--- config.mk ---
export PLATFORM = sky130hd
export DESIGN_NAME = lsu_mem_access
export DESIGN_NICKNAME = d
export VERILOG_FILES = /design/src/rtl/cpu_consts.sv /design/src/rtl/lsu_lane_align.sv /design/src/rtl/lsu_mem_access.sv
export SDC_FILE = /design/constraint.sdc
export NUM_CORES = 1
export LEC_CHECK = 0
export ABC_AREA = 1
export ABC_CLOCK_PERIOD_IN_PS = 7400
export CORE_ASPECT_RATIO = 1.25
export CORE_MARGIN = 5
export CORE_UTILIZATION = 40
export DETAILED_ROUTE_END_ITERATION = 7
export GPL_TIMING_DRIVEN = 1
export HOLD_SLACK_MARGIN = 0.03
export PLACE_DENSITY = 0.69
export SLEW_MARGIN = 0
export SYNTH_ARGS = -nofsm -noshare
export SYNTH_HDL_FRONTEND = slang
export SYNTH_SLANG_ARGS = --single-unit
--- constraint.sdc ---
create_clock -name clk -period 7.4 [get_ports clk]
set_input_delay 1.11 -clock clk [delete_from_list [all_inputs] [get_ports clk]]
set_output_delay 1.11 -clock clk [all_outputs]
set_load 0.02 [all_outputs]
--- src/rtl/cpu_consts.sv ---
// Shared CPU constants: access-size encodings, LSU state type and exception cause codes.
package cpu_consts;

  localparam logic [1:0] BYTE        = 2'd0;
  localparam logic [1:0] HALF_WORD   = 2'd1;
  localparam logic [1:0] WORD        = 2'd2;
  localparam logic [1:0] DOUBLE_WORD = 2'd3;

  typedef enum logic [2:0] {
    IDLE,
    ISSUE,
    WAIT,
    DRAIN,
    RESP
  } lsu_state_t;

  localparam logic [4:0] EXC_LD_MISALIGN = 5'd4;
  localparam logic [4:0] EXC_LD_FAULT    = 5'd5;
  localparam logic [4:0] EXC_ST_MISALIGN = 5'd6;
  localparam logic [4:0] EXC_ST_FAULT    = 5'd7;

  function automatic logic [3:0] size_bytes(input logic [1:0] size);
    return 4'd1 << size;
  endfunction

endpackage

--- src/rtl/lsu_lane_align.sv ---
// Byte-lane steering for one memory row: store data shift and strobes, load extract and extend.
module lsu_lane_align
  import cpu_consts::*;
#(
  parameter int DATA_W = 64,
  localparam int STRB_W = DATA_W / 8,
  localparam int IDX_W = $clog2(STRB_W)
) (
  input  logic [IDX_W-1:0]  idx,
  input  logic [1:0]        size,
  input  logic              zero_extnd,
  input  logic [DATA_W-1:0] wr_data,
  output logic [DATA_W-1:0] wr_data_sh,
  output logic [STRB_W-1:0] strb,
  input  logic [DATA_W-1:0] rd_raw,
  output logic [DATA_W-1:0] rd_data
);

  logic [IDX_W+2:0]  shamt;
  logic [7:0]        size_mask;
  logic [7:0]        strb_full;
  logic [DATA_W-1:0] shifted;
  logic [DATA_W-1:0] keep;
  logic              sign;

  assign shamt      = {idx, 3'b000};
  assign wr_data_sh = wr_data << shamt;
  assign shifted    = rd_raw >> shamt;

  always_comb begin
    size_mask = 8'hFF;
    case (size)
      BYTE:      size_mask = 8'h01;
      HALF_WORD: size_mask = 8'h03;
      WORD:      size_mask = 8'h0F;
      default:   size_mask = 8'hFF;
    endcase
  end

  // Aligned accesses never push mask bits past the row, so truncation is lossless.
  assign strb_full = size_mask << idx;
  assign strb      = strb_full[STRB_W-1:0];

  always_comb begin
    keep = '1;
    sign = 1'b0;
    case (size)
      BYTE: begin
        keep = DATA_W'(8'hFF);
        sign = shifted[7];
      end
      HALF_WORD: begin
        keep = DATA_W'(16'hFFFF);
        sign = shifted[15];
      end
      WORD: begin
        keep = DATA_W'(32'hFFFF_FFFF);
        sign = shifted[31];
      end
      default: begin
        keep = '1;
        sign = 1'b0;
      end
    endcase
  end

  // A full-row access has keep all ones, so both branches agree and the extend flag is moot.
  assign rd_data = (zero_extnd || !sign) ? (shifted & keep) : (shifted | ~keep);

endmodule

--- src/rtl/lsu_mem_access.sv ---
// Memory-stage load/store unit: one transaction in flight to a variable-latency data memory.
module lsu_mem_access
  import cpu_consts::*;
#(
  parameter int                ADDR_W   = 64,
  parameter int                DATA_W   = 64,
  parameter logic [ADDR_W-1:0] MEM_BASE = '0,
  parameter longint unsigned   MEM_SIZE = 512 * 1024,
  localparam int STRB_W = DATA_W / 8,
  localparam int IDX_W  = $clog2(STRB_W)
) (
  input  logic              clk,
  input  logic              reset,
  input  logic              req_valid_i,
  output logic              req_ready_o,
  input  logic [ADDR_W-1:0] req_addr_i,
  input  logic [1:0]        req_size_i,
  input  logic              req_wr_i,
  input  logic [DATA_W-1:0] req_wr_data_i,
  input  logic              req_zero_extnd_i,
  input  logic              flush_i,
  output logic              mem_req_valid_o,
  input  logic              mem_req_ready_i,
  output logic [ADDR_W-1:0] mem_addr_o,
  output logic              mem_wr_o,
  output logic [DATA_W-1:0] mem_wr_data_o,
  output logic [STRB_W-1:0] mem_byte_strb_o,
  input  logic              mem_rsp_valid_i,
  input  logic [DATA_W-1:0] mem_rsp_data_i,
  output logic              rsp_valid_o,
  output logic [DATA_W-1:0] rsp_data_o,
  output logic              rsp_exc_valid_o,
  output logic [4:0]        rsp_exc_code_o,
  output lsu_state_t        dbg_state
);

  // Handshakes: a transfer happens on a cycle where valid & ready are both high; the
  // valid side holds its payload stable until then and the ready side may stall freely.
  lsu_state_t        state;
  logic [ADDR_W-1:0] addr_q;
  logic [1:0]        size_q;
  logic              wr_q;
  logic [DATA_W-1:0] wr_data_q;
  logic              zext_q;
  logic              exc_q;
  logic [4:0]        exc_code_q;
  logic [DATA_W-1:0] rdata_q;

  logic [ADDR_W:0]   below_base;
  logic [ADDR_W:0]   req_end;
  logic [ADDR_W:0]   region_end;
  logic              misalign;
  logic              fault;
  logic              req_exc;
  logic [4:0]        req_exc_code;
  logic [DATA_W-1:0] wr_data_sh;
  logic [STRB_W-1:0] strb;
  logic [DATA_W-1:0] ld_data;
  logic              issuing;
  logic              rsp_fire;

  // One extra bit: a borrow flags addr < base, a carry flags wrap past the top of memory.
  assign below_base = {1'b0, req_addr_i} - {1'b0, MEM_BASE};
  assign req_end    = {1'b0, req_addr_i} + (ADDR_W+1)'(size_bytes(req_size_i));
  assign region_end = {1'b0, MEM_BASE} + (ADDR_W+1)'(MEM_SIZE);

  always_comb begin
    misalign = 1'b0;
    case (req_size_i)
      HALF_WORD:   misalign = req_addr_i[0];
      WORD:        misalign = |req_addr_i[1:0];
      DOUBLE_WORD: misalign = (DATA_W == 32) || (|req_addr_i[2:0]);
      default:     misalign = 1'b0;
    endcase
  end

  assign fault        = below_base[ADDR_W] || (req_end > region_end);
  assign req_exc      = misalign || fault;
  assign req_exc_code = req_wr_i ? (misalign ? EXC_ST_MISALIGN : EXC_ST_FAULT)
                                 : (misalign ? EXC_LD_MISALIGN : EXC_LD_FAULT);

  lsu_lane_align #(.DATA_W(DATA_W)) u_lane_align (
    .idx        (addr_q[IDX_W-1:0]),
    .size       (size_q),
    .zero_extnd (zext_q),
    .wr_data    (wr_data_q),
    .wr_data_sh (wr_data_sh),
    .strb       (strb),
    .rd_raw     (mem_rsp_data_i),
    .rd_data    (ld_data)
  );

  always_ff @(posedge clk or posedge reset) begin
    if (reset) begin
      state      <= IDLE;
      addr_q     <= '0;
      size_q     <= BYTE;
      wr_q       <= 1'b0;
      wr_data_q  <= '0;
      zext_q     <= 1'b0;
      exc_q      <= 1'b0;
      exc_code_q <= '0;
      rdata_q    <= '0;
    end else begin
      case (state)
        IDLE: if (req_valid_i) begin
          addr_q     <= req_addr_i;
          size_q     <= req_size_i;
          wr_q       <= req_wr_i;
          wr_data_q  <= req_wr_data_i;
          zext_q     <= req_zero_extnd_i;
          exc_q      <= req_exc;
          exc_code_q <= req_exc ? req_exc_code : 5'd0;
          rdata_q    <= '0;
          state      <= req_exc ? RESP : ISSUE;
        end
        // A flush racing the memory handshake still owes the memory its load response.
        ISSUE: begin
          if (mem_req_ready_i) begin
            if (flush_i) state <= wr_q ? IDLE : DRAIN;
            else         state <= wr_q ? RESP : WAIT;
          end else if (flush_i) begin
            state <= IDLE;
          end
        end
        WAIT: begin
          if (mem_rsp_valid_i) begin
            if (flush_i) begin
              state <= IDLE;
            end else begin
              rdata_q <= ld_data;
              state   <= RESP;
            end
          end else if (flush_i) begin
            state <= DRAIN;
          end
        end
        DRAIN: if (mem_rsp_valid_i) state <= IDLE;
        RESP: state <= IDLE;
        default: state <= IDLE;
      endcase
    end
  end

  assign issuing  = (state == ISSUE);
  assign rsp_fire = (state == RESP) && !flush_i;

  assign req_ready_o     = (state == IDLE);
  assign mem_req_valid_o = issuing;
  assign mem_addr_o      = issuing ? {addr_q[ADDR_W-1:IDX_W], {IDX_W{1'b0}}} : '0;
  assign mem_wr_o        = issuing && wr_q;
  assign mem_wr_data_o   = (issuing && wr_q) ? wr_data_sh : '0;
  assign mem_byte_strb_o = (issuing && wr_q) ? strb : '0;
  assign rsp_valid_o     = rsp_fire;
  assign rsp_data_o      = rsp_fire ? rdata_q : '0;
  assign rsp_exc_valid_o = rsp_fire && exc_q;
  assign rsp_exc_code_o  = (rsp_fire && exc_q) ? exc_code_q : 5'd0;
  assign dbg_state       = state;

endmodule

Yosys cells after proc, flatten, opt, wreduce, memory -nomap -nowiden
Index checks and enable logic that the tools add are counted.
{"block": "classes", "shifts": 4, "reduce_logical": 15, "muxes": 30, "order_cmp": 1, "n_eq_ne": 15, "addsub": 1, "bitwise_logic": 3}
{"op": "$mux W64", "count": 7}
{"op": "$pmux W64 S3", "count": 1}
{"op": "$pmux W64 S2", "count": 1}
{"op": "$add A64 B4 Y65", "count": 1}
{"op": "$gt A65 B20 Y1 const B", "count": 1}
{"op": "$and A64 B64 Y64", "count": 1}
{"op": "$not A64 Y64", "count": 1}
{"op": "$or A64 B64 Y64", "count": 1}
{"op": "$shl A64 B6 Y64", "count": 1}
{"op": "$shr A64 B6 Y64", "count": 1}
{"op": "$mux W3", "count": 11}
{"op": "$pmux W8 S3", "count": 1}
{"op": "$pmux W3 S4", "count": 1}
{"op": "$mux W8", "count": 1}
{"op": "$ne A2 B2 Y1 const B", "count": 4}
{"op": "$reduce_and A4 Y1", "count": 2}
{"op": "$shl A8 B3 Y8", "count": 1}
{"op": "$eq A2 B2 Y1 const B", "count": 3}
{"op": "$eq A3 B2 Y1 const B", "count": 2}
{"op": "$ne A3 B3 Y1 const B", "count": 2}
{"op": "$pmux W1 S3", "count": 2}
{"op": "$mux W5", "count": 1}
{"op": "$eq A2 B1 Y1 const B", "count": 2}
{"op": "$mux W2", "count": 2}
{"op": "other kinds (13)", "count": 18}
{"block": "word_totals", "ff_bits": 205, "inputBits": 202, "out_inout_bits": 213}

Longest topological paths before layout
Gate-level depths: netlist of run 1.
{"block": "depth", "word_depth": 8, "ltp_mapped": 24, "ltp_nobuf": 24}

Hierarchy
A second synthesis of run 1 with hierarchy kept.
{"block": "unflattened", "hier_cells": 2583, "hier_area_um2": 15786.4}
{"mod": "lsu_mem_access", "area_each_um2": 11907.7, "seq_area_each_um2": 5054.8, "instances": 1, "cells_each": 1795}
{"mod": "lsu_lane_align", "area_each_um2": 3878.7, "seq_area_each_um2": 0.0, "instances": 1, "cells_each": 788}

Least setup slack after synthesis of run 1
OpenSTA, ideal clock, no wires.
{"block": "synth_timing", "kind": "register -> output", "startpoint": "reg state[0] (netlist: dbg_state[0])", "endpoint": "out mem_wr_data_o[0]", "stages_incl_launch_ff": 11, "required_time_ns": 6.290, "setup_slack_ns": 3.538, "t_arrival_ns": 2.752, "path_buffers": 0, "cell_sequence": "dfrtp_1 > inv_1 > nor3_2 > inv_2 > nor2_1 > inv_1 > nor2_1 > inv_1 > nor2_1 > inv_1 > nor2_1"}
{"block": "synth_via", "elab_chain_cells": 3}
{"item": "start, declared", "line": "lsu_mem_access.sv:39", "source": "lsu_state_t state;"}
{"item": "start signal, assigned", "line": "lsu_mem_access.sv:115", "source": "state <= req_exc ? RESP : ISSUE;"}
{"item": "start signal, assigned", "line": "lsu_mem_access.sv:120", "source": "if (flush_i) state <= wr_q ? IDLE : DRAIN;"}
{"item": "start signal, assigned", "line": "lsu_mem_access.sv:121", "source": "else state <= wr_q ? RESP : WAIT;"}
{"item": "$eq A3 B1 Y1", "line": "lsu_mem_access.sv:145", "source": "assign issuing = (state == ISSUE);"}
{"item": "via mem_req_valid_o", "line": "lsu_mem_access.sv:22", "source": "output logic mem_req_valid_o,"}
{"item": "$logic_and A1 B1 Y1"}
{"item": "via mem_wr_o", "line": "lsu_mem_access.sv:25", "source": "output logic mem_wr_o,"}
{"item": "$mux W64", "line": "lsu_mem_access.sv:152", "source": "assign mem_wr_data_o = (issuing && wr_q) ? wr_data_sh : '0;"}
{"item": "end, declared", "line": "lsu_mem_access.sv:26", "source": "output logic [DATA_W-1:0] mem_wr_data_o,"}
The timed path passes the listed nets, and every way through them passes these cells.

Final worst setup path of run 1
{"block": "layout_timing", "startpoint": "reg addr_q[1]", "endpoint": "out mem_wr_data_o[54]"}
{"block": "layout_via", "elab_chain_cells": 2}
{"item": "start, declared", "line": "lsu_mem_access.sv:40", "source": "logic [ADDR_W-1:0] addr_q;"}
{"item": "start signal, assigned", "line": "lsu_mem_access.sv:107", "source": "addr_q <= req_addr_i;"}
{"item": "$shl A64 B6 Y64", "line": "lsu_lane_align.sv:27", "source": "assign wr_data_sh = wr_data << shamt;"}
{"item": "$mux W64", "line": "lsu_mem_access.sv:152"}
Every way passes these cells.

==> impl_metrics.csv, run 1 <==
group,metric,value,unit
setup_path,critPathMaxFanout,108,
pwr,leakage,8.663,nW
floorplanning,start_util,0.4022,
timing,maxSlewHeadroom,0.2657,
route,ant_nets,0,
clocking,cts-root-buf,"clkbuf_16",
synth,synthArstFlopShare,1.000,
synth,synth-main-ff-cell,"dfrtp_1",
setup_path,worstSetupEndpointType,"primary output",
route,dr.pass1.iters,5,
floorplanning,pin_count,415,
floorplanning,rows,79,
route,vias_per_cell,5.340,
clocking,cts.sinks,202,
synth,avgSynthCellArea,6.141,µm²
setup_path,slowest_delay,1.16,ns
setup_path,cpLargestDelayFamily,"flip-flops",
cells_and_area,final_net_count,2951,
global_routing,grt-ovfl-total,0,
clocking,numCtsBuffers,24,
timing,finalSetupTns,0,ns
synth,ys_ff_latch,202,
timing,fin_crit_sh,0.7033,
setup_path,crit_slowest_cell,"dfrtp_4",
global_routing,top_usage_layer,"met2",
clocking,clock_path_buffers,3,
job,max_cap_viol_count,0,
synth,synth_area_leaders,"dfrtp_1, nand2_1, o21ai_0",
global_routing,grtUsageTotal,0.3060,
clocking,htreeDepth,1,
floorplanning,die_area,0.04115,mm²
setup_path,crit_required,6.29,ns
clocking,cts_tree,"done",
place,gp_congestion,1.004,
synth,synth.cell_area,0.01487,mm²
place,dp_hpwl,50780,µm
synth,synth-edff-count,0,
global_routing,grtUsageMet3,0.04472,
timing,rsz0062_at_grt,"no",
timing,period_minus_slack,5.204,ns
cells_and_area,regArea,0.005062,mm²
timing,worst_pin_slew,1.102,ns
clocking,cts-hold-fix-buffers,0,
run_status,status,"finished, final reports clean",
route,initialDrtViolationCount,1327,
cells_and_area,post-route-util,0.5422,
synth,synth_top_area_share,0.3400,
global_routing,grt_pass1_wl,98890,µm
synth,yosys_warnings,0,
cells_and_area,drive_gt1_frac,0.04634,
global_routing,antenna_found_initial,3,
timing,finClkSkew,0.01467,ns
synth,ys_seq_area_frac,0.3400,
cells_and_area,area_growth,34.82,%
clocking,cts.repair.resized,0,
timing,slew_viol_final,0,
setup_path,crit_type,"reg -> out",
global_routing,use_met1,0.3953,
place,port_buffers,409,
setup_path,path_buf_inv,2,
global_routing,grt_use_met2,0.5181,
setup_path,crit_chain,"inv_2 > nor2_2 > a21oi_1 > o21ai_0 > clkdlybuf4s50_1",
setup_path,cp-start-kind,"flip-flop",
floorplanning,die_h,225.6,µm
pwr,powerDensity,283.1,mW/mm²
clocking,post-cts-setup-buffers,0,
place,dp.cells,3204,
route,drc_errors,0,
route,routed_wl,65180,µm
clocking,clkLatencyLatePin,0.54,ns
synth,synth_largest_area_cell,"dfrtp_1",
timing,max_freq,192.2,MHz
floorplanning,core_area,0.03697,mm²
timing,finalHoldViolCount,0,
floorplanning,die_x,182.4,µm
setup_path,arrival,4.09,ns
cells_and_area,multi_input_area,0.008217,mm²
route,avgRoutedWirePerCell,20.05,µm
global_routing,grt_max_degree,237,
cells_and_area,fill_cells,3708,
cells_and_area,instances_no_fill,3251,
timing,fin_ws,2.196,ns
timing,final-setup-viol-count,0,
global_routing,grt_pass1_vias,16780,
clocking,cts.clk_slew.worst_paths,0.06,ns
place,pre_cts_ws,2.575,ns
route,dr_total_vias,17360,
synth,syn_inst,2421,
synth,ys_types,50,
pwr,ir_worst_vdd,0.0002230,V
min_path,hp-class,"reg -> reg",
logic make-up (layout without fill, tap and decap cells):
group                    after synthesis  in the layout  synth area share
AO/OA/AOI/OAI                        474            474            0.1774
XOR/XNOR                              12             12          0.007069
adder cells (fa/ha/maj)                5              5          0.004713
buffers and inverters                423            760            0.1096
flip-flops                           202            202            0.3400
multiplexers                           5              5          0.003366
other                                  1              8         0.0002522
AND/OR/NAND/NOR                     1299           1299            0.3577
cell usage in the layout, fill, tap and decap left out, drive strengths merged, types with 7 or more instances in the layout:
cell | Yosys | layout
a21oi | 48 | 48
a22oi | 27 | 27
a31oi | 10 | 10
buf | 28 | 17
clkbuf | 105 | 29
clkdlybuf4s50 | 0 | 409
clkinv | 3 | 11
dfrtp | 202 | 202
inv | 287 | 289
nand2 | 742 | 742
nand3 | 112 | 112
nand3b | 9 | 9
nand4 | 24 | 24
nor2 | 388 | 388
nor3 | 10 | 10
o211ai | 8 | 8
o21ai | 312 | 312
o21bai | 11 | 11
o22ai | 33 | 33
or2 | 10 | 10
xnor2 | 7 | 7
flip-flops by register name (all words and copies together) (netlist names):
| signal | flops |
|---|---|
| wr_q | 1 |
| wr_data_q | 64 |
| zext_q | 1 |
| exc_q | 1 |
| dbg_state | 3 |
| exc_code_q | 2 |
| size_q | 2 |
| addr_q | 64 |
| rdata_q | 64 |
Yosys cell counts, drive strengths merged, types with 9 or more instances:
library cell	instances
a21oi	48
nand4	24
buf	28
a31oi	10
dfrtp	202
nor2	388
o21ai	312
a22oi	27
or2	10
o21bai	11
nor3	10
o22ai	33
nand3b	9
nand3	112
inv	287
clkbuf	105
nand2	742
worst reg2reg max path, delay by kind of cell (launching register included):
family	cells	cell delay, ns
compound gates	6	1.24
simple gates	4	1.19
flops	1	0.98
buf+inv	2	0.87
where the power goes:
group | total [mW] | switching, mW | internal [mW]
registers | 1.87 | 0.387 | 1.48
logic | 2.57 | 1.79 | 0.779
clock network | 1.24 | 0.509 | 0.727
layout make-up:
class	count	share of cell area
antenna	3	0.0003745
clock buffer	29	0.03396
clock inverter	15	0.006991
inverter	290	0.05468
multi-input combinational	1800	0.4099
sequential	202	0.2525
tap	486	0.03034
timing repair buffer	426	0.2112
path summary, 6_finish.rpt:
path | slack (ns) | endpoint | cells past startpoint | startpoint
setup / recovery | 2.20 | mem_wr_data_o[54] | 5 | addr_q[1]$_DFFE_PP0P_
hold / removal | 0.47 | wr_data_q[59]$_DFFE_PP0P_ | 2 | wr_data_q[59]$_DFFE_PP0P_
setup reg to reg | 3.03 | rdata_q[42]$_DFFE_PP0P_ | 12 | addr_q[0]$_DFFE_PP0P_
hold reg to reg | 0.47 | wr_data_q[59]$_DFFE_PP0P_ | 2 | wr_data_q[59]$_DFFE_PP0P_
max in group asynchronous | 4.83 | addr_q[0]$_DFFE_PP0P_ | 3 | reset
min in group asynchronous | 1.01 | wr_data_q[47]$_DFFE_PP0P_ | 2 | reset
stage by stage:
stage | hold WS, ns | cell area, µm² | total power [mW]
CTS | 0.4766 | 20040 | 5.656
floorplan | 0.4422 | 14880 | 3.496
finish | 0.4727 | 20050 | 5.674
detailed placement | 0.4624 | 19220 | 4.389
global placement | 0.4565 | 19220 | 4.360
global route | 0.5163 | 20050 | 6.068
metal layers:
| metal | up-vias | routed length [µm] |
|---|---|---|
| met5 | - | 0 |
| met4 | 0 | 2712 |
| met3 | 136 | 4340 |
| met1 | 8145 | 26850 |
| li1 | 8338 | - |
| met2 | 741 | 31280 |
(Power assumes the default switching activity.)
==> run 2: changes to the inputs <==
- ABC_CLOCK_PERIOD_IN_PS: 7400 -> 4800
- clock period: 7.4 -> 4.8 ns (I/O delays scaled with it)
==> run 2 against run 1 <==
The flow now finishes with violations (DRC); final area up 0.35%; setup slack got worse by 1.7 ns; utilization rose by 0.19 points; clock power rose by 51%; sequential power grew 43%; combinational power increased by 63%; sequential cell count unchanged; power grew 54%; final cell count increased by 0.15%; die area unchanged; register-to-register slack worse by 1.9 ns; non-clock buffer count increased by 8; critical path type unchanged; largest power group unchanged.
==> impl_metrics.csv, run 2 (synthesis results as in run 1) <==
group,metric,value,unit
setup_path,crit_required,4.08,ns
floorplanning,die_x,182.4,µm
global_routing,grt_max_degree,237,
timing,period_minus_slack,4.264,ns
global_routing,grtUsageTotal,0.3112,
setup_path,rr_worst_depth,12,
timing,worst_pin_slew,1.115,ns
timing,final-setup-viol-count,0,
route,drc_errors,2,
setup_path,critPathCapture,"mem_byte_strb_o[5]",
floorplanning,start_util,0.4022,
clocking,post-cts-setup-buffers,0,
place,gp_congestion,1.019,
min_path,hp-class,"reg -> reg",
timing,rsz0062_at_grt,"no",
clocking,numCtsBuffers,24,
clocking,htreeDepth,1,
clocking,cts-hold-fix-buffers,0,
setup_path,slowest_delay,0.72,ns
setup_path,crit_type,"reg -> out",
job,max_cap_viol_count,0,
floorplanning,core_area,0.03697,mm²
timing,fin_crit_sh,0.8882,
floorplanning,die_h,225.6,µm
setup_path,cp-startpoint,"addr_q[0]$_DFFE_PP0P_",
clocking,cts-root-buf,"clkbuf_16",
setup_path,cp.depth,6,
setup_path,timing.rr.start,"addr_q[0]$_DFFE_PP0P_",
global_routing,grt-ovfl-total,0,
timing,finalSetupTns,0,ns
route,vias_per_cell,5.360,
route,routed_wl,66720,µm
place,dp_hpwl,52030,µm
setup_path,cpLargestDelayFamily,"buffers and inverters",
cells_and_area,fill_cells,3759,
route,ant_nets,0,
clocking,cts_tree,"done",
setup_path,path_buf_inv,3,
cells_and_area,drive_gt1_frac,0.04769,
cells_and_area,reg_top3,"addr_q x64, rdata_q x64, wr_data_q x64",
setup_path,timing.rr.end,"rdata_q[17]$_DFFE_PP0P_",
place,port_buffers,409,
setup_path,arrival,3.54,ns
timing,finalHoldViolCount,0,
cells_and_area,area_growth,35.29,%
setup_path,critPathMostFrequentCell,"nand2_1",
pwr,leakage,8.694,nW
global_routing,antenna_found_initial,2,
clocking,cts.sinks,202,
route,dr.pass1.iters,8,
clocking,clock_path_buffers,3,
setup_path,cp-start-kind,"flip-flop",
cells_and_area,final_net_count,2959,
cells_and_area,layout_common_cells,"nand2_1, clkdlybuf4s50_1, nor2_1, o21ai_0, inv_1",
run_status,status,"finished with violations",
timing,maxSlewHeadroom,0.2565,
pwr,powerDensity,434.8,mW/mm²
timing,finClkSkew,0.01628,ns
pwr,ir_worst_vdd,0.0004767,V
timing,slew_viol_final,0,
route,dr_total_vias,17450,
clocking,cts.clk_slew.worst_paths,0.06,ns
route,initialDrtViolationCount,1693,
setup_path,crit_slowest_cell,"dfrtp_4",
floorplanning,die_area,0.04115,mm²
floorplanning,rows,79,
floorplanning,pin_count,415,
setup_path,regToRegSetupSlack,1.09,ns
clocking,cts.repair.resized,0,
cells_and_area,mostFrequentLayoutCell,"nand2_1",
global_routing,grt_pass1_wl,100300,µm
setup_path,worstSetupEndpointType,"primary output",
clocking,clkLatencyLatePin,0.54,ns
route,avgRoutedWirePerCell,20.49,µm
run_status,violations,"DRC",
setup_path,critPathMaxFanout,50,
cells_and_area,post-route-util,0.5441,
setup_path,crit_chain,"inv_1 > buf_4 > nand2_1 > nand2_1 > a221oi_1 > clkdlybuf4s50_1",
global_routing,grt_pass1_vias,16900,
timing,max_freq,234.5,MHz
run 2: cell count changes in the layout (fill, tap and decap cells not counted), sizes merged:
cell      change
inv           -1
clkinvlp      +1
buf           +8
diode         -1
clkbuf        +1
clkinv        -3
run 2: cell type report:
cell class	instances	area (µm²)	area share
repair buffers	434	4332	0.2153
clock inverters	12	125.1	0.006220
diodes	2	5.005	0.0002488
clock buffers	30	674.4	0.03353
multi-input cells	1800	8217	0.4085
inverters	290	1092	0.05430
flip-flops and latches	202	5062	0.2517
well taps	486	608.1	0.03023
run 2: tightest hold or removal path: stages, from the launching register on:
cell	delay [ns]
dfrtp_1	0.34
nand2_1	0.06
nand2_1	0.05
run 2: worst min-delay path by stage:
| stage | to | cells after the start | startpoint | slack (ns) |
|---|---|---|---|---|
| global placement | wr_data_q[56]$_DFFE_PP0P_ | 2 | wr_data_q[56]$_DFFE_PP0P_ | 0.46 |
| global route | wr_data_q[59]$_DFFE_PP0P_ | 2 | wr_data_q[59]$_DFFE_PP0P_ | 0.51 |
| detailed placement | wr_data_q[59]$_DFFE_PP0P_ | 2 | wr_data_q[59]$_DFFE_PP0P_ | 0.46 |
| CTS | wr_data_q[59]$_DFFE_PP0P_ | 2 | wr_data_q[59]$_DFFE_PP0P_ | 0.48 |
| finish | wr_data_q[59]$_DFFE_PP0P_ | 2 | wr_data_q[59]$_DFFE_PP0P_ | 0.47 |
| floorplan | wr_data_q[56]$_DFFE_PP0P_ | 2 | wr_data_q[56]$_DFFE_PP0P_ | 0.44 |
run 2: through the flow:
step / std cells / cell area, µm² / setup slack (ns) / hold slack [ns] / total power [mW]
after global routing: 3256 / 20120 / 0.3011 / 0.5079 / 9.349
after global placement: 3212 / 19310 / 0.7760 / 0.4587 / 6.728
after detailed placement: 3212 / 19310 / 0.6672 / 0.4641 / 6.778
after CTS: 3254 / 20110 / 0.5209 / 0.4765 / 8.692
after floorplan: 2425 / 14890 / 1.328 / 0.4422 / 5.391
final: 3256 / 20120 / 0.5364 / 0.4711 / 8.746
run 2: layer usage:
| layer | routed length (µm) | vias to the layer above | part of all wire | GRT usage |
|---|---|---|---|---|
| li1 | - | 8334 | - | - |
| met1 | 27380 | 8211 | 0.41 | 0.4019 |
| met2 | 32450 | 785 | 0.49 | 0.5373 |
| met3 | 4624 | 123 | 0.069 | 0.04391 |
| met4 | 2268 | 0 | 0.034 | 0.1039 |
| met5 | 0 | - | 0 | 0 |
run 2: report_power, final:
group          leakage [nW]  switching (mW)  internal, mW
Sequential             2.59           0.393          2.29
Clock                 0.389           0.766          1.10
Combinational          5.71            2.96          1.24
Total                  8.69            4.12          4.62
==> run 3: changes to the inputs <==
- ABC_CLOCK_PERIOD_IN_PS: 4800 -> 5200
- TNS_END_PERCENT: default -> 1
- clock period: 4.8 -> 5.2 ns (I/O delays scaled with it)
==> run 3 against run 2 <==
The run now ends clean; final area grew 0.29%; register-to-register slack gained 0.35 ns; first-iteration DRC count grew 0.71%; combinational power shrank 10%; critical endpoint is now mem_wr_data_o[2].
==> impl_metrics.csv, run 3 (synthesis results as in run 1) <==
group,metric,value,unit
setup_path,critPathMaxFanout,38,
route,ant_nets,0,
timing,worst_pin_slew,1.325,ns
place,gp_congestion,1.025,
floorplanning,pin_count,415,
timing,period_minus_slack,4.499,ns
timing,rsz0062_at_grt,"no",
min_path,hp-class,"reg -> reg",
route,dr_total_vias,17520,
clocking,cts.sinks,202,
setup_path,crit_type,"reg -> out",
pwr,ir_worst_vdd,0.0003030,V
floorplanning,die_h,225.6,µm
clocking,numCtsBuffers,24,
pwr,leakage,8.719,nW
cells_and_area,mostFrequentLayoutCell,"nand2_1",
job,max_cap_viol_count,0,
timing,holdWs,0.4758,ns
floorplanning,rows,79,
pwr,powerDensity,407.6,mW/mm²
clocking,clkLatencyLatePin,0.53,ns
pwr,switching_share,0.4609,
route,routed_wl,65940,µm
global_routing,grt_pass1_vias,16870,
pwr,p_int,4.433,mW
pwr,seqPwrFrac,0.313,
setup_path,cp-start-kind,"flip-flop",
timing,slew_viol_final,0,
cells_and_area,drive_gt1_frac,0.04769,
timing,finalSetupTns,0,ns
place,port_buffers,409,
route,vias_per_cell,5.380,
global_routing,antenna_found_initial,3,
floorplanning,die_x,182.4,µm
route,dr.pass1.iters,6,
clocking,cts-hold-fix-buffers,0,
cells_and_area,layout_common_cells,"nand2_1, clkdlybuf4s50_1, nor2_1, o21ai_0, inv_1",
global_routing,grtUsageTotal,0.3075,
clocking,cts.repair.resized,0,
cells_and_area,final_net_count,2957,
pwr,clkPwrFrac,0.230,
timing,maxSlewHeadroom,0.1170,
cells_and_area,area_growth,35.69,%
global_routing,grt_pass1_wl,99320,µm
clocking,cts.clk_slew.worst_paths,0.06,ns
clocking,post-cts-setup-buffers,0,
clocking,cts-root-buf,"clkbuf_16",
global_routing,grt_max_degree,237,
floorplanning,die_area,0.04115,mm²
route,avgRoutedWirePerCell,20.25,µm
place,dp_hpwl,51420,µm
floorplanning,core_area,0.03697,mm²
global_routing,grt-ovfl-total,0,
setup_path,crit_required,4.42,ns
pwr,finalPower,8.223,mW
setup_path,worstSetupEndpointType,"primary output",
setup_path,critPathMostFrequentCell,"nor2_1",
run_status,status,"finished, final reports clean",
setup_path,crit_chain,"nor3_2 > inv_2 > nor2_1 > inv_1 > nor2_1 > buf_4 > inv_1 > buf_4 > nor2_1 > inv_1 > nor2_1 > clkdlybuf4s50_1",
cells_and_area,reg_top3,"addr_q x64, rdata_q x64, wr_data_q x64",
timing,finalHoldViolCount,0,
pwr,p_comb_frac,0.457,
clocking,cts_tree,"done",
clocking,htreeDepth,1,
setup_path,slowest_delay,0.63,ns
timing,final-setup-viol-count,0,
clocking,clock_path_buffers,3,
cells_and_area,post-route-util,0.5457,
setup_path,arrival,3.72,ns
setup_path,crit_slowest_cell,"clkdlybuf4s50_1",
timing,max_freq,222.3,MHz
pwr,power_switching,3.790,mW
route,initialDrtViolationCount,1705,
route,drc_errors,0,
floorplanning,start_util,0.4022,
timing,fin_crit_sh,0.8652,
timing,finClkSkew,0.01432,ns
==> run 3: changes by cell type in the layout (fill, tap and decap cells not counted), sizes merged <==
cell / delta
buf: -2
inv: -2
bufinv: +3
clkbuf: +1
==> run 3: worst max-delay path: cells and delay by family (launching register included) <==
kind / cells / cell delay, ns
AND/OR/NAND/NOR: 5 / 1.06
buffers and inverters: 7 / 1.68
flip-flops: 1 / 0.43
==> run 3: power by group through the flow <==
stage	clock network, mW	logic, mW	registers [mW]
global route	1.98	4.16	2.64
CTS	1.93	3.68	2.56
finish	1.89	3.76	2.58
floorplan	0	2.67	2.31
detailed placement	0	3.65	2.58
global placement	0	3.61	2.57
==> run 3: layer usage <==
layer	global-route usage	vias to the layer above	routed length (µm)
met2	0.5257	825	31740
met4	0.1148	2	2635
met5	0	-	13
met3	0.05037	124	4973
li1	-	8342	-
met1	0.3921	8223	26570
==> run 3: final timing paths <==
kind,start,endpoint,slack [ns],cells after the start
min reg2reg,wr_data_q[63]$_DFFE_PP0P_,wr_data_q[63]$_DFFE_PP0P_,0.48,2
max in group asynchronous,reset,rdata_q[30]$_DFFE_PP0P_,3.46,3
max,dbg_state[2]$_DFFE_PP0P_,mem_wr_data_o[2],0.70,12
max reg2reg,addr_q[0]$_DFFE_PP0P_,rdata_q[24]$_DFFE_PP0P_,1.44,12
min in group asynchronous,reset,wr_data_q[45]$_DFFE_PP0P_,0.65,2
min,wr_data_q[63]$_DFFE_PP0P_,wr_data_q[63]$_DFFE_PP0P_,0.48,2
==> run 3: stage by stage <==
| step | std cells | area [µm²] | setup WS (ns) |
|---|---|---|---|
| after global routing | 3256 | 20170 | 0.4993 |
| after global placement | 3210 | 19280 | 1.112 |
| after CTS | 3254 | 20170 | 0.7204 |
| final | 3256 | 20170 | 0.7009 |
| after floorplan | 2425 | 14890 | 1.668 |
| after detailed placement | 3210 | 19280 | 1.005 |
==> run 3: final cells by class <==
cell class | instances | area [µm²]
diodes | 2 | 5.005
clock buffers | 31 | 688.2
clock inverters | 13 | 197.7
fillers | 3756 | 16790
inverters | 290 | 1092
multi-input cells | 1800 | 8217
flip-flops and latches | 202 | 5062
well taps | 486 | 608.1
repair buffers | 432 | 4304
